$ cat src/rtl/fifo_wr_arb.sv
// fifo_wr_arb: round-robin write arbiter sharing one fifo write port among
// NREQ valid/ready/last producers. A grant covers one burst, bounded by
// MAX_BURST beats, and is revoked if the granted producer idles for IDLE_TO
// cycles. One IDLE cycle always separates consecutive bursts.
module fifo_wr_arb #(
    parameter int WIDTH     = 8,
    parameter int NREQ      = 4,
    parameter int MAX_BURST = 8,
    parameter int IDLE_TO   = 16
) (
    input  logic                    clk,
    input  logic                    rst,
    input  logic [NREQ-1:0]         req_valid,
    input  logic [NREQ*WIDTH-1:0]   req_data,
    input  logic [NREQ-1:0]         req_last,
    output logic [NREQ-1:0]         req_ready,
    output logic                    fifo_we,
    output logic [WIDTH-1:0]        fifo_din,
    input  logic                    fifo_full,
    input  logic                    fifo_p_full,
    output logic [NREQ-1:0]         grant,
    output logic                    busy,
    output logic [7:0]              beat_cnt,
    output logic                    abort
);

    localparam int IW = $clog2(NREQ);
    localparam int TW = $clog2(IDLE_TO + 1);

    typedef enum logic {
        IDLE  = 1'b0,
        BURST = 1'b1
    } state_t;

    state_t          state;
    logic [IW-1:0]   rr_ptr;
    logic [IW-1:0]   g_idx;
    logic [IW-1:0]   sel;
    logic            found;
    logic [TW-1:0]   idle_cnt;
    logic            xfer;
    logic            end_burst;

    // Pick the first valid requester after the last one served, wrapping modulo NREQ.
    always_comb begin
        int unsigned idx;
        sel   = '0;
        found = 1'b0;
        idx   = 0;
        for (int unsigned i = 1; i <= NREQ; i++) begin
            idx = (32'(rr_ptr) + i) % NREQ;
            if (!found && req_valid[idx]) begin
                found = 1'b1;
                sel   = IW'(idx);
            end
        end
    end

    // Fifo-side handshake for the granted requester; only fifo_full stalls a burst.
    always_comb begin
        xfer      = (state == BURST) && req_valid[g_idx] && !fifo_full;
        fifo_we   = xfer;
        fifo_din  = req_data[g_idx*WIDTH +: WIDTH];
        req_ready = ((state == BURST) && !fifo_full) ? grant : '0;
        end_burst = req_last[g_idx] || (beat_cnt == 8'(MAX_BURST - 1));
    end

    // Arbitration FSM with registered grant/busy/beat_cnt/abort and idle timeout.
    always_ff @(posedge clk or posedge rst) begin
        if (rst) begin
            state    <= IDLE;
            grant    <= '0;
            busy     <= 1'b0;
            beat_cnt <= '0;
            abort    <= 1'b0;
            rr_ptr   <= IW'(NREQ - 1);
            g_idx    <= '0;
            idle_cnt <= '0;
        end else begin
            abort <= 1'b0;
            case (state)
                IDLE: begin
                    if (found && !fifo_p_full) begin
                        state    <= BURST;
                        grant    <= NREQ'(1) << sel;
                        g_idx    <= sel;
                        rr_ptr   <= sel;
                        busy     <= 1'b1;
                        beat_cnt <= '0;
                        idle_cnt <= '0;
                    end
                end
                BURST: begin
                    if (xfer) begin
                        idle_cnt <= '0;
                        if (end_burst) begin
                            state    <= IDLE;
                            grant    <= '0;
                            busy     <= 1'b0;
                            beat_cnt <= '0;
                        end else begin
                            beat_cnt <= beat_cnt + 8'd1;
                        end
                    end else if (req_valid[g_idx]) begin
                        // valid but stalled by fifo_full: producer is not idle
                        idle_cnt <= '0;
                    end else if (!fifo_full) begin
                        if (idle_cnt == TW'(IDLE_TO - 1)) begin
                            state    <= IDLE;
                            grant    <= '0;
                            busy     <= 1'b0;
                            beat_cnt <= '0;
                            abort    <= 1'b1;
                            idle_cnt <= '0;
                        end else begin
                            idle_cnt <= idle_cnt + TW'(1);
                        end
                    end
                end
                default: state <= IDLE;
            endcase
        end
    end

endmodule

$ cat config.mk
export PLATFORM = sky130hd
export DESIGN_NAME = fifo_wr_arb
export DESIGN_NICKNAME = d
export VERILOG_FILES = /design/src/rtl/fifo_wr_arb.sv
export SDC_FILE = /design/constraint.sdc
export NUM_CORES = 1
export LEC_CHECK = 0
export CELL_PAD_IN_SITES_DETAIL_PLACEMENT = 0
export CELL_PAD_IN_SITES_GLOBAL_PLACEMENT = 2
export CORE_AREA = 2 2 75 106
export DETAILED_ROUTE_END_ITERATION = 10
export DIE_AREA = 0 0 77 108
export GPL_ROUTABILITY_DRIVEN = 1
export PLACE_DENSITY = 0.72
export SLEW_MARGIN = 40
export SYNTH_ARGS = -nofsm -noshare
export SYNTH_HDL_FRONTEND = slang
export SYNTH_SLANG_ARGS = --single-unit
$ cat constraint.sdc
create_clock -name clk -period 1.6 [get_ports clk]
set_input_delay 0.24 -clock clk [delete_from_list [all_inputs] [get_ports clk]]
set_output_delay 0.24 -clock clk [all_outputs]
set_load 0.05 [all_outputs]
; Word-level counts from Yosys, hierarchy flattened
; Index checks and enable logic that the tools add are counted.
[word_totals]
in_bits = 44
ff_bits = 24
output_inout_bits = 27
[classes]
add_sub_neg = 6
magnitude_cmp = 5
n_reduce_logical = 17
bitwise = 1
n_eq_ne = 8
n_mux = 60
shifts = 2
[ops]
columns = cell, n
row1 = 8-bit two-way mux, 6
row2 = 32-bit by 6-bit indexed part select with 8-bit output, 1
row3 = 4-bit two-way mux, 7
row4 = 1-bit two-way mux, 27
row5 = 5-bit two-way mux, 5
row6 = 8-bit case mux with 2 select lines, 1
row7 = 2-bit by 3-bit < comparator with 1-bit output (second input constant), 5
row8 = 1-bit binary-select mux with 2-bit select, 6
row9 = 5-bit case mux with 2 select lines, 1
row10 = 8-bit by 1-bit adder with 8-bit output (second input constant), 1
row11 = 8-bit by 3-bit equality test with 1-bit output (second input constant), 1
row12 = 2-bit two-way mux, 4
row13 = 4-bit case mux with 2 select lines, 1
row14 = 1-bit logical AND, 7
row15 = 3-bit by 2-bit != test with 1-bit output (second input constant), 2
row16 = 3-bit != test (second input constant), 2
row17 = 5-bit by 1-bit adder with 5-bit output (second input constant), 1
row18 = 5-bit by 4-bit equality test with 1-bit output (second input constant), 1
row19 = 1-bit logical NOT, 5
row20 = 5-bit AND reduction, 1
row21 = 2-bit by 1-bit adder with 2-bit output (second input constant), 2
row22 = 2-bit adder (second input constant), 2
row23 = 4-bit by 3-bit != test with 1-bit output (second input constant), 1
row24 = 1-bit case mux with 2 select lines, 2
row25 = 6 further kinds, 7

; Logic depth before layout (Yosys ltp)
; Gate-level depths: netlist (run 1).
[depth]
word_depth = 16
ltp_mapped = 6

; Worst setup path after synthesis (run 1)
; Ideal clock, no wire load.
[synth_timing]
kind = register to register
from = register beat_cnt[0]
to = register beat_cnt[4]
synth_period_minus_slack_ns = 1.940
stages_incl_launch_ff = 7
t_required_ns = 1.474
t_arrival_ns = 1.814
setup_slack_ns = -0.340
n_path_buf = 1
cell_sequence = dfrtp_1 > ha_1 > nor4bb_1 > a21o_1 > buf_6 > nor2_4 > a221o_1
[synth_via]
elab_chain_cells = 5
elab_cells_between_ends = 6
classes_between = 1 x add/sub / 1 x eq/ne / 3 x mux / 1 x reduce/logical
[synth_lines]
columns = element, line_no
row1 = start: declaration, 23  ; output logic [7:0] beat_cnt,
row2 = start signal: assignment, 102  ; beat_cnt <= beat_cnt + 8'd1;
row3 = branches (longest 2 deep; another with 8-bit by 1-bit adder with 8-bit output), --
row4 = 8-bit two-way mux *, 96  ; if (end_burst) begin
row5 = 8-bit two-way mux *, 94  ; if (xfer) begin
row6 = 8-bit case mux with 2 select lines *, 81  ; case (state)
; Every way passes the cells marked *.
; A chain may end at the register's enable or synchronous reset.

; Worst setup path after layout (run 1)
[layout_timing]
from = input port req_valid[0]
to = register idle_cnt[1]
[layout_via]
elab_chain_cells = 15
elab_cells_between_ends = 29
classes_between = 2 x eq/ne / 17 x mux / 10 x reduce/logical
[layout_lines]
columns = element, line_no
row1 = start: declaration, 13  ; input logic [NREQ-1:0] req_valid,
row2 = 1-bit binary-select mux with 2-bit select, 52  ; if (!found && req_valid[idx]) begin
row3 = 1-bit two-way mux (implied by the code), 52
row4 = 1-bit two-way mux, 52
row5 = 1-bit logical NOT, 52
row6 = 1-bit logical AND, 52
row7 = 1-bit two-way mux, 52
row8 = 1-bit logical NOT, 52
row9 = 1-bit logical AND, 52
row10 = 1-bit two-way mux, 52
row11 = 1-bit logical NOT, 52
row12 = 1-bit logical AND, 52
row13 = 1-bit two-way mux, 52
row14 = 1-bit logical AND, 83  ; if (found && !fifo_p_full) begin
row15 = 2-bit != test (no line), --
row16 = 2-bit AND reduction (no line), --
row17 = end signal: assignment, 116  ; idle_cnt <= idle_cnt + TW'(1);
row18 = end: declaration, 40  ; logic [TW-1:0] idle_cnt;
; Several ways; a longest one is shown, not always the timed one. The select of a mux whose other input is x is not followed.

==> results.tsv, run 1 <==
stage	metric	value	unit
outcome	outcome	finished with violations	
outcome	failing_checks	setup timing	
routing	detail_route.drc_violations	0	
global_route	grt_first_pass_wirelength	8687	um
job	timing.max_cap.violations	0	
floorplanning	start_util	0.2179	
finish	diodes	0	
yosys	synth.net_count	190	
critical_path	timing.critical_path.arrival	2.04	ns
yosys	proportion_of_synthesized_chip_area_in_sequential_cells	0.3783	
hold_path	worst_hold_path_type	input pin to asynchronous set/reset pin	
global_route	grt.total_usage	0.1331	
clock_tree	cts_bufs_inserted	3	
placement	dp_slack	-0.4392	ns
timing	finalSetupTns	-5.320	ns
timing	rsz0062_at_grt	true	
power_and_ir_drop	p_per_area	1596	nW/um2
finish	design_area	3037	um2
clock_tree	h_tree_lvls	1	
floorplanning	num_io_pins	71	
finish	areaGrowthSynthToFinish	90.50	%
clock_tree	clk_latency	0.27	ns
clock_tree	cts_hold_buffers	0	
timing	whs	0.3170	ns
clock_tree	path_clk_slew	0.09	ns
critical_path	worst_setup_path_start_kind	input pin	
critical_path	critPathMaxFanout	4	
yosys	syn_area	1594	um2
timing	drv_slew	0	
global_route	number_of_antenna_violations_at_the_first_check_in_global_routing	0	
routing	drt_first_pass_iters	4	
routing	route.antenna.remaining_nets	0	
floorplanning	die_width	77	um
finish	num-nets-final	305	
global_route	grt_pass1_vias	1703	
timing	final-setup-viol-count	29	
yosys	netlist_instances	144	
timing	worst_slew_margin_rel	0.7164	
power_and_ir_drop	irDropWorstVdd	0.5933	mV
timing	worst_pin_slew	0.4193	ns
critical_path	crit_required	1.76	ns
yosys	synth_async_reset_ratio	1.000	
timing	worst_slack	-0.2774	ns
clock_tree	cts.sinks	24	
placement	gp_routability_congestion	0.7949	
clock_tree	cts.root.buffer_cell	sky130_fd_sc_hd__clkbuf_8	
yosys	yosys_warnings	0	
power_and_ir_drop	overall_power_after_layout	0.004846	W
finish	num-fill-cells	748	
routing	via_per_inst	4.586	
critical_path	worstSetupPathType	input pin to flop	
floorplanning	core_footprint	7315	um2
timing	min_period_over_period	1.173	
floorplanning	floorplan.die.height	108	um
timing	timing.final.crit_period	1.877	ns
critical_path	timing.critical_path.to_type	flop	
yosys	ys.flop_type	sky130_fd_sc_hd__dfrtp_1	
placement	dpl_cell_area	2749	um2
timing	final.setup_skew	0.005557	ns
yosys	synth-edff-count	0	
routing	postRouteWirelength	5352	um
placement	dp_hpwl	4233	um
finish	multi_input_comb_area	1105	um2
timing	hold_viol	0	
timing	maxClockFrequency	0.5326	GHz
finish	drive_above_1_share	0.4806	
finish	layout.area.seq	609.3	um2
floorplanning	core.rowCount	37	
power_and_ir_drop	p_leak	1.283	nW
placement	numPortBuffers	70	
yosys	synth_cell_types	45	
routing	drt-wirelength-per-cell	15.08	um
global_route	global_route.overflow_total	0	
yosys	postSynthRegisterBits	24	
clock_tree	cts_tree	built	
clock_tree	cts-root-to-sink-buffers	2	
routing	first_iter_violations	88	
yosys	syn_area_per_cell	11.07	um2
floorplanning	die_area	8316	um2
routing	vias	1628	
global_route	maximum_number_of_pins_on_one_net_before_global_route_repair	25	
final cells by class:
cell class	instances	share of cell area
Sequential cell	24	0.2007
Inverter	6	0.008653
Tap cell	97	0.03997
Clock buffer	4	0.01813
Timing Repair Buffer	112	0.3688
Multi-Input combinational cell	112	0.3638
synth_stat cells, drive strengths merged, types with 4 or more instances:
library cell	count	share of area
inv	6	0.014
o21a	4	0.019
o21ai	7	0.024
nor3	5	0.016
o22ai	5	0.020
mux4	10	0.16
nand2b	4	0.016
and2	6	0.024
nor3b	4	0.019
nor2b	7	0.027
nand2	8	0.020
a221o	4	0.025
nor2	6	0.020
a21oi	4	0.017
nand3	6	0.019
dfrtp	22	0.35
a21o	4	0.019
layer usage:
metal | vias up | track usage | wire length [um]
li1 | 795 | - | -
met1 | 791 | 0.1506 | 2087
met5 | - | 0 | 0
met2 | 36 | 0.2556 | 3065
met4 | 0 | 0.05612 | 91
met3 | 6 | 0.01002 | 107
path summary, 6_finish.rpt:
| check | startpoint | endpoint | slack [ns] | cells after the start |
|---|---|---|---|---|
| setup / recovery | req_valid[0] | idle_cnt[1] | -0.28 | 7 |
| hold reg to reg | idle_cnt[4] | idle_cnt[4] | 0.49 | 1 |
| setup reg to reg | g_idx[0] | idle_cnt[1] | -0.28 | 6 |
| min in group clk | fifo_full | abort | 0.47 | 3 |
| max in group asynchronous | rst | rr_ptr[1] | 0.99 | 3 |
| hold / removal | rst | g_idx[1] | 0.32 | 3 |
sequential cells by signal (all words and copies together) (netlist names):
| name | flops |
|---|---|
| beat_cnt | 8 |
| idle_cnt | 5 |
| grant | 4 |
| g_idx | 2 |
| rr_ptr | 2 |
| abort | 1 |
| busy | 1 |
| state | 1 |
where the power goes:
part           internal, W  switching, W  total (W)
combinational      0.00162       0.00183    0.00345
clock             0.000220      0.000206   0.000426
sequential        0.000810      0.000163   0.000973
through the flow:
stage	utilization	std cells
2_1_floorplan	-	144
3_3_place_gp	0.3758	344
3_5_place_dp	0.3758	344
4_1_cts	0.4052	353
5_1_grt	0.4152	355
6_report	0.4152	355
worst max-delay path, cell delays in order:
cell	delay (ns)
sky130_fd_sc_hd__clkdlybuf4s50_1	0.47
sky130_fd_sc_hd__mux4_2	0.55
sky130_fd_sc_hd__buf_6	0.16
sky130_fd_sc_hd__buf_6	0.12
sky130_fd_sc_hd__nor2b_4	0.12
sky130_fd_sc_hd__a21oi_2	0.08
sky130_fd_sc_hd__mux2_4	0.29
kinds of logic (layout without fill, tap and decap cells):
family	count (synthesis)	count (layout)	share of synthesized area
AND/OR/NAND/NOR	60	60	0.2276
AO/OA/AOI/OAI	38	39	0.1852
flip-flops	24	24	0.3783
multiplexers	11	11	0.1625
buffers and inverters	9	122	0.03061
adder cells (fa/ha/maj)	2	2	0.01570
timing repair:
action                     4_1_cts  5_1_grt
gates resized for setup         29       25
pin swaps                       10       10
gates cloned                     1        0
buffers inserted                 5        4
setup endpoints to repair       34       36
placed cells by master, fill, tap and decap left out, types with 4 or more instances in the layout:
master                            count
sky130_fd_sc_hd__nor2b_1              4
sky130_fd_sc_hd__buf_6               14
sky130_fd_sc_hd__clkdlybuf4s50_1     42
sky130_fd_sc_hd__clkbuf_8             4
sky130_fd_sc_hd__nor3_1               4
sky130_fd_sc_hd__o21ai_0              4
sky130_fd_sc_hd__buf_12               9
sky130_fd_sc_hd__mux4_2               8
sky130_fd_sc_hd__buf_4               45
sky130_fd_sc_hd__nand2_1              7
sky130_fd_sc_hd__nor2_1               4
sky130_fd_sc_hd__a221o_1              4
sky130_fd_sc_hd__inv_1                5
sky130_fd_sc_hd__nand3_1              6
sky130_fd_sc_hd__dfrtp_1             17
sky130_fd_sc_hd__dfrtp_2              5
Note: power is estimated with default switching activity, not from simulation.
==> inputs of run 2 (changes only) <==
- CORE_AREA: 2 2 75 106 -> 2 2 74 104
- CTS_BUF_LIST: default -> sky130_fd_sc_hd__clkbuf_2 sky130_fd_sc_hd__clkbuf_4 sky130_fd_sc_hd__clkbuf_8
- DIE_AREA: 0 0 77 108 -> 0 0 76 106
- PLACE_DENSITY: 0.72 -> 0.74
==> results.tsv, run 2 (synthesis gave the netlist of run 1 again) <==
stage	metric	value	unit	change
critical_path	crit_required	1.76	ns	about the same
clock_tree	cts.sinks	24		unchanged
finish	register_name_with_the_most_flops	beat_cnt		
clock_tree	cts_bufs_inserted	3		unchanged
floorplanning	die_width	76	um	-1.3%
clock_tree	cts_tree	built		
finish	num-fill-cells	706		-5.6%
global_route	global_route.overflow_total	0		unchanged
routing	vias	1639		+0.68%
outcome	failing_checks	setup timing		
placement	dpl_cell_area	2749	um2	unchanged
finish	design_area	3039	um2	about the same
finish	drive_above_1_share	0.4884		+0.007752
timing	worst_slack	-0.3244	ns	-0.04703 ns
global_route	grt_pass1_vias	1736		+1.9%
floorplanning	start_util	0.2221		+0.004218
critical_path	startpoint	g_idx[0]		
floorplanning	die_area	8056	um2	-3.1%
critical_path	timing.critical_path.to_type	flop		
routing	postRouteWirelength	5536	um	+3.4%
placement	numPortBuffers	70		unchanged
timing	timing.final.crit_period	1.924	ns	+0.04703 ns
global_route	number_of_antenna_violations_at_the_first_check_in_global_routing	0		unchanged
finish	final_cells	355		unchanged
routing	route.antenna.remaining_nets	0		unchanged
placement	gp_routability_congestion	0.7694		-3.2%
global_route	maximum_number_of_pins_on_one_net_before_global_route_repair	25		unchanged
routing	drt_first_pass_iters	4		unchanged
critical_path	critPathMaxFanout	4		unchanged
timing	hold_viol	0		unchanged
finish	layout.cells.most_common	sky130_fd_sc_hd__buf_4		
clock_tree	path_clk_slew	0.09	ns	about the same
power_and_ir_drop	irDropWorstVdd	0.5954	mV	+0.35%
hold_path	worst_hold_path_type	input pin to asynchronous set/reset pin		
timing	final.setup_skew	0.002375	ns	-0.003183 ns
finish	mostFrequentLayoutCells	sky130_fd_sc_hd__buf_4 (47), sky130_fd_sc_hd__clkdlybuf4s50_1 (42), sky130_fd_sc_hd__dfrtp_1 (18)		
power_and_ir_drop	p_leak	1.287	nW	+0.34%
timing	maxClockFrequency	0.5196	GHz	-2.4%
clock_tree	h_tree_lvls	1		unchanged
clock_tree	cts.root.buffer_cell	sky130_fd_sc_hd__clkbuf_8		
routing	drt-wirelength-per-cell	15.59	um	+3.4%
placement	dp_slack	-0.4165	ns	+0.02272 ns
timing	drv_slew	0		unchanged
floorplanning	floorplan.die.height	106	um	-1.9%
power_and_ir_drop	p_per_area	1606	nW/um2	+0.65%
critical_path	worst_setup_path_start_kind	flop		
floorplanning	core_footprint	7176	um2	-1.9%
global_route	grt_first_pass_wirelength	8666	um	-0.24%
clock_tree	clk_latency	0.27	ns	about the same
floorplanning	core.rowCount	37		unchanged
floorplanning	num_io_pins	71		unchanged
placement	place.detailed.instances	344		unchanged
timing	worst_slew_margin_rel	0.6787		-0.03770
timing	final-setup-viol-count	33		+14%
finish	areaGrowthSynthToFinish	90.66	%	about the same
critical_path	timing.critical_path.arrival	2.09	ns	+0.05 ns
finish	final_core_utilization	0.4235		+0.008384
finish	num-nets-final	305		unchanged
critical_path	worstSetupPathType	flop to flop		
timing	rsz0062_at_grt	true		
timing	worst_pin_slew	0.4751	ns	+0.05575 ns
finish	diodes	0		unchanged
outcome	outcome	finished with violations		
placement	dp_hpwl	4199	um	-0.80%
finish	largest_register_ff_count	8		unchanged
routing	via_per_inst	4.617		+0.68%
timing	finalSetupTns	-5.877	ns	-0.5573 ns
routing	detail_route.drc_violations	0		unchanged
timing	min_period_over_period	1.203		+0.02940
job	timing.max_cap.violations	0		unchanged
routing	first_iter_violations	41		-53%
clock_tree	cts-root-to-sink-buffers	2		unchanged
finish	largest_registers	beat_cnt x8, idle_cnt x5, grant x4		
critical_path	worstReg2RegStart	g_idx[0]		
global_route	grt.total_usage	0.1342		+0.001104
## run 2: area by class of cell
type                    instances  area (um2)  share of cell area
clock buffers                   4       55.05             0.01811
inverters                       6       26.28            0.008646
repair buffers                112        1125              0.3701
flip-flops and latches         24       608.1              0.2001
well taps                      97       121.4             0.03993
multi-input cells             112        1104              0.3631
## run 2: critical path, cell delays in order, from the launching register on
cell and delay [ns]:
sky130_fd_sc_hd__dfrtp_2 0.44, sky130_fd_sc_hd__mux4_2 0.58, sky130_fd_sc_hd__buf_6 0.15, sky130_fd_sc_hd__buf_6 0.12, sky130_fd_sc_hd__nor2b_4 0.15, sky130_fd_sc_hd__a21oi_2 0.08
sky130_fd_sc_hd__mux2_4 0.29
## run 2: worst paths after layout
kind                               end  slack, ns  depth (start not counted)
setup / recovery           idle_cnt[1]      -0.32                          6
hold / removal             beat_cnt[7]       0.32                          3
setup reg to reg           idle_cnt[1]      -0.32                          6
hold reg to reg            idle_cnt[4]       0.49                          1
max in group asynchronous    rr_ptr[1]       0.98                          3
min in group clk           idle_cnt[4]       0.49                          1
## run 2: report_power, final
| part | switching (W) | total, W | internal [W] |
|---|---|---|---|
| combinational | 0.00184 | 0.00346 | 0.00162 |
| sequential | 0.000181 | 0.000988 | 0.000808 |
| clock | 0.000216 | 0.000436 | 0.000220 |
## run 2: through the flow
step | hold WS (ns) | total power [W]
after floorplan | 0.2529 | 0.002828
after detailed placement | 0.4708 | 0.003910
after CTS | 0.3314 | 0.004577
final | 0.3180 | 0.004881
after global placement | 0.4649 | 0.003896
after global routing | 0.3648 | 0.005141
## run 2: routing by layer
layer / wire (um) / global-route usage
met1: 2113 / 0.1530
met2: 3205 / 0.2634
met3: 118 / 0.007640
met4: 98 / 0.04545
met5: 0 / 0
## run 2: repair_timing
| action | 4_1_cts | 5_1_grt |
|---|---|---|
| setup buffers | 4 | 3 |
| hold buffers | 0 | 0 |
| endpoints found under the hold margin | 0 | 0 |
| gates cloned | 1 | 0 |
| pin swaps | 3 | 12 |
| endpoints found under the setup margin | 35 | 37 |
| gates resized for setup | 24 | 30 |
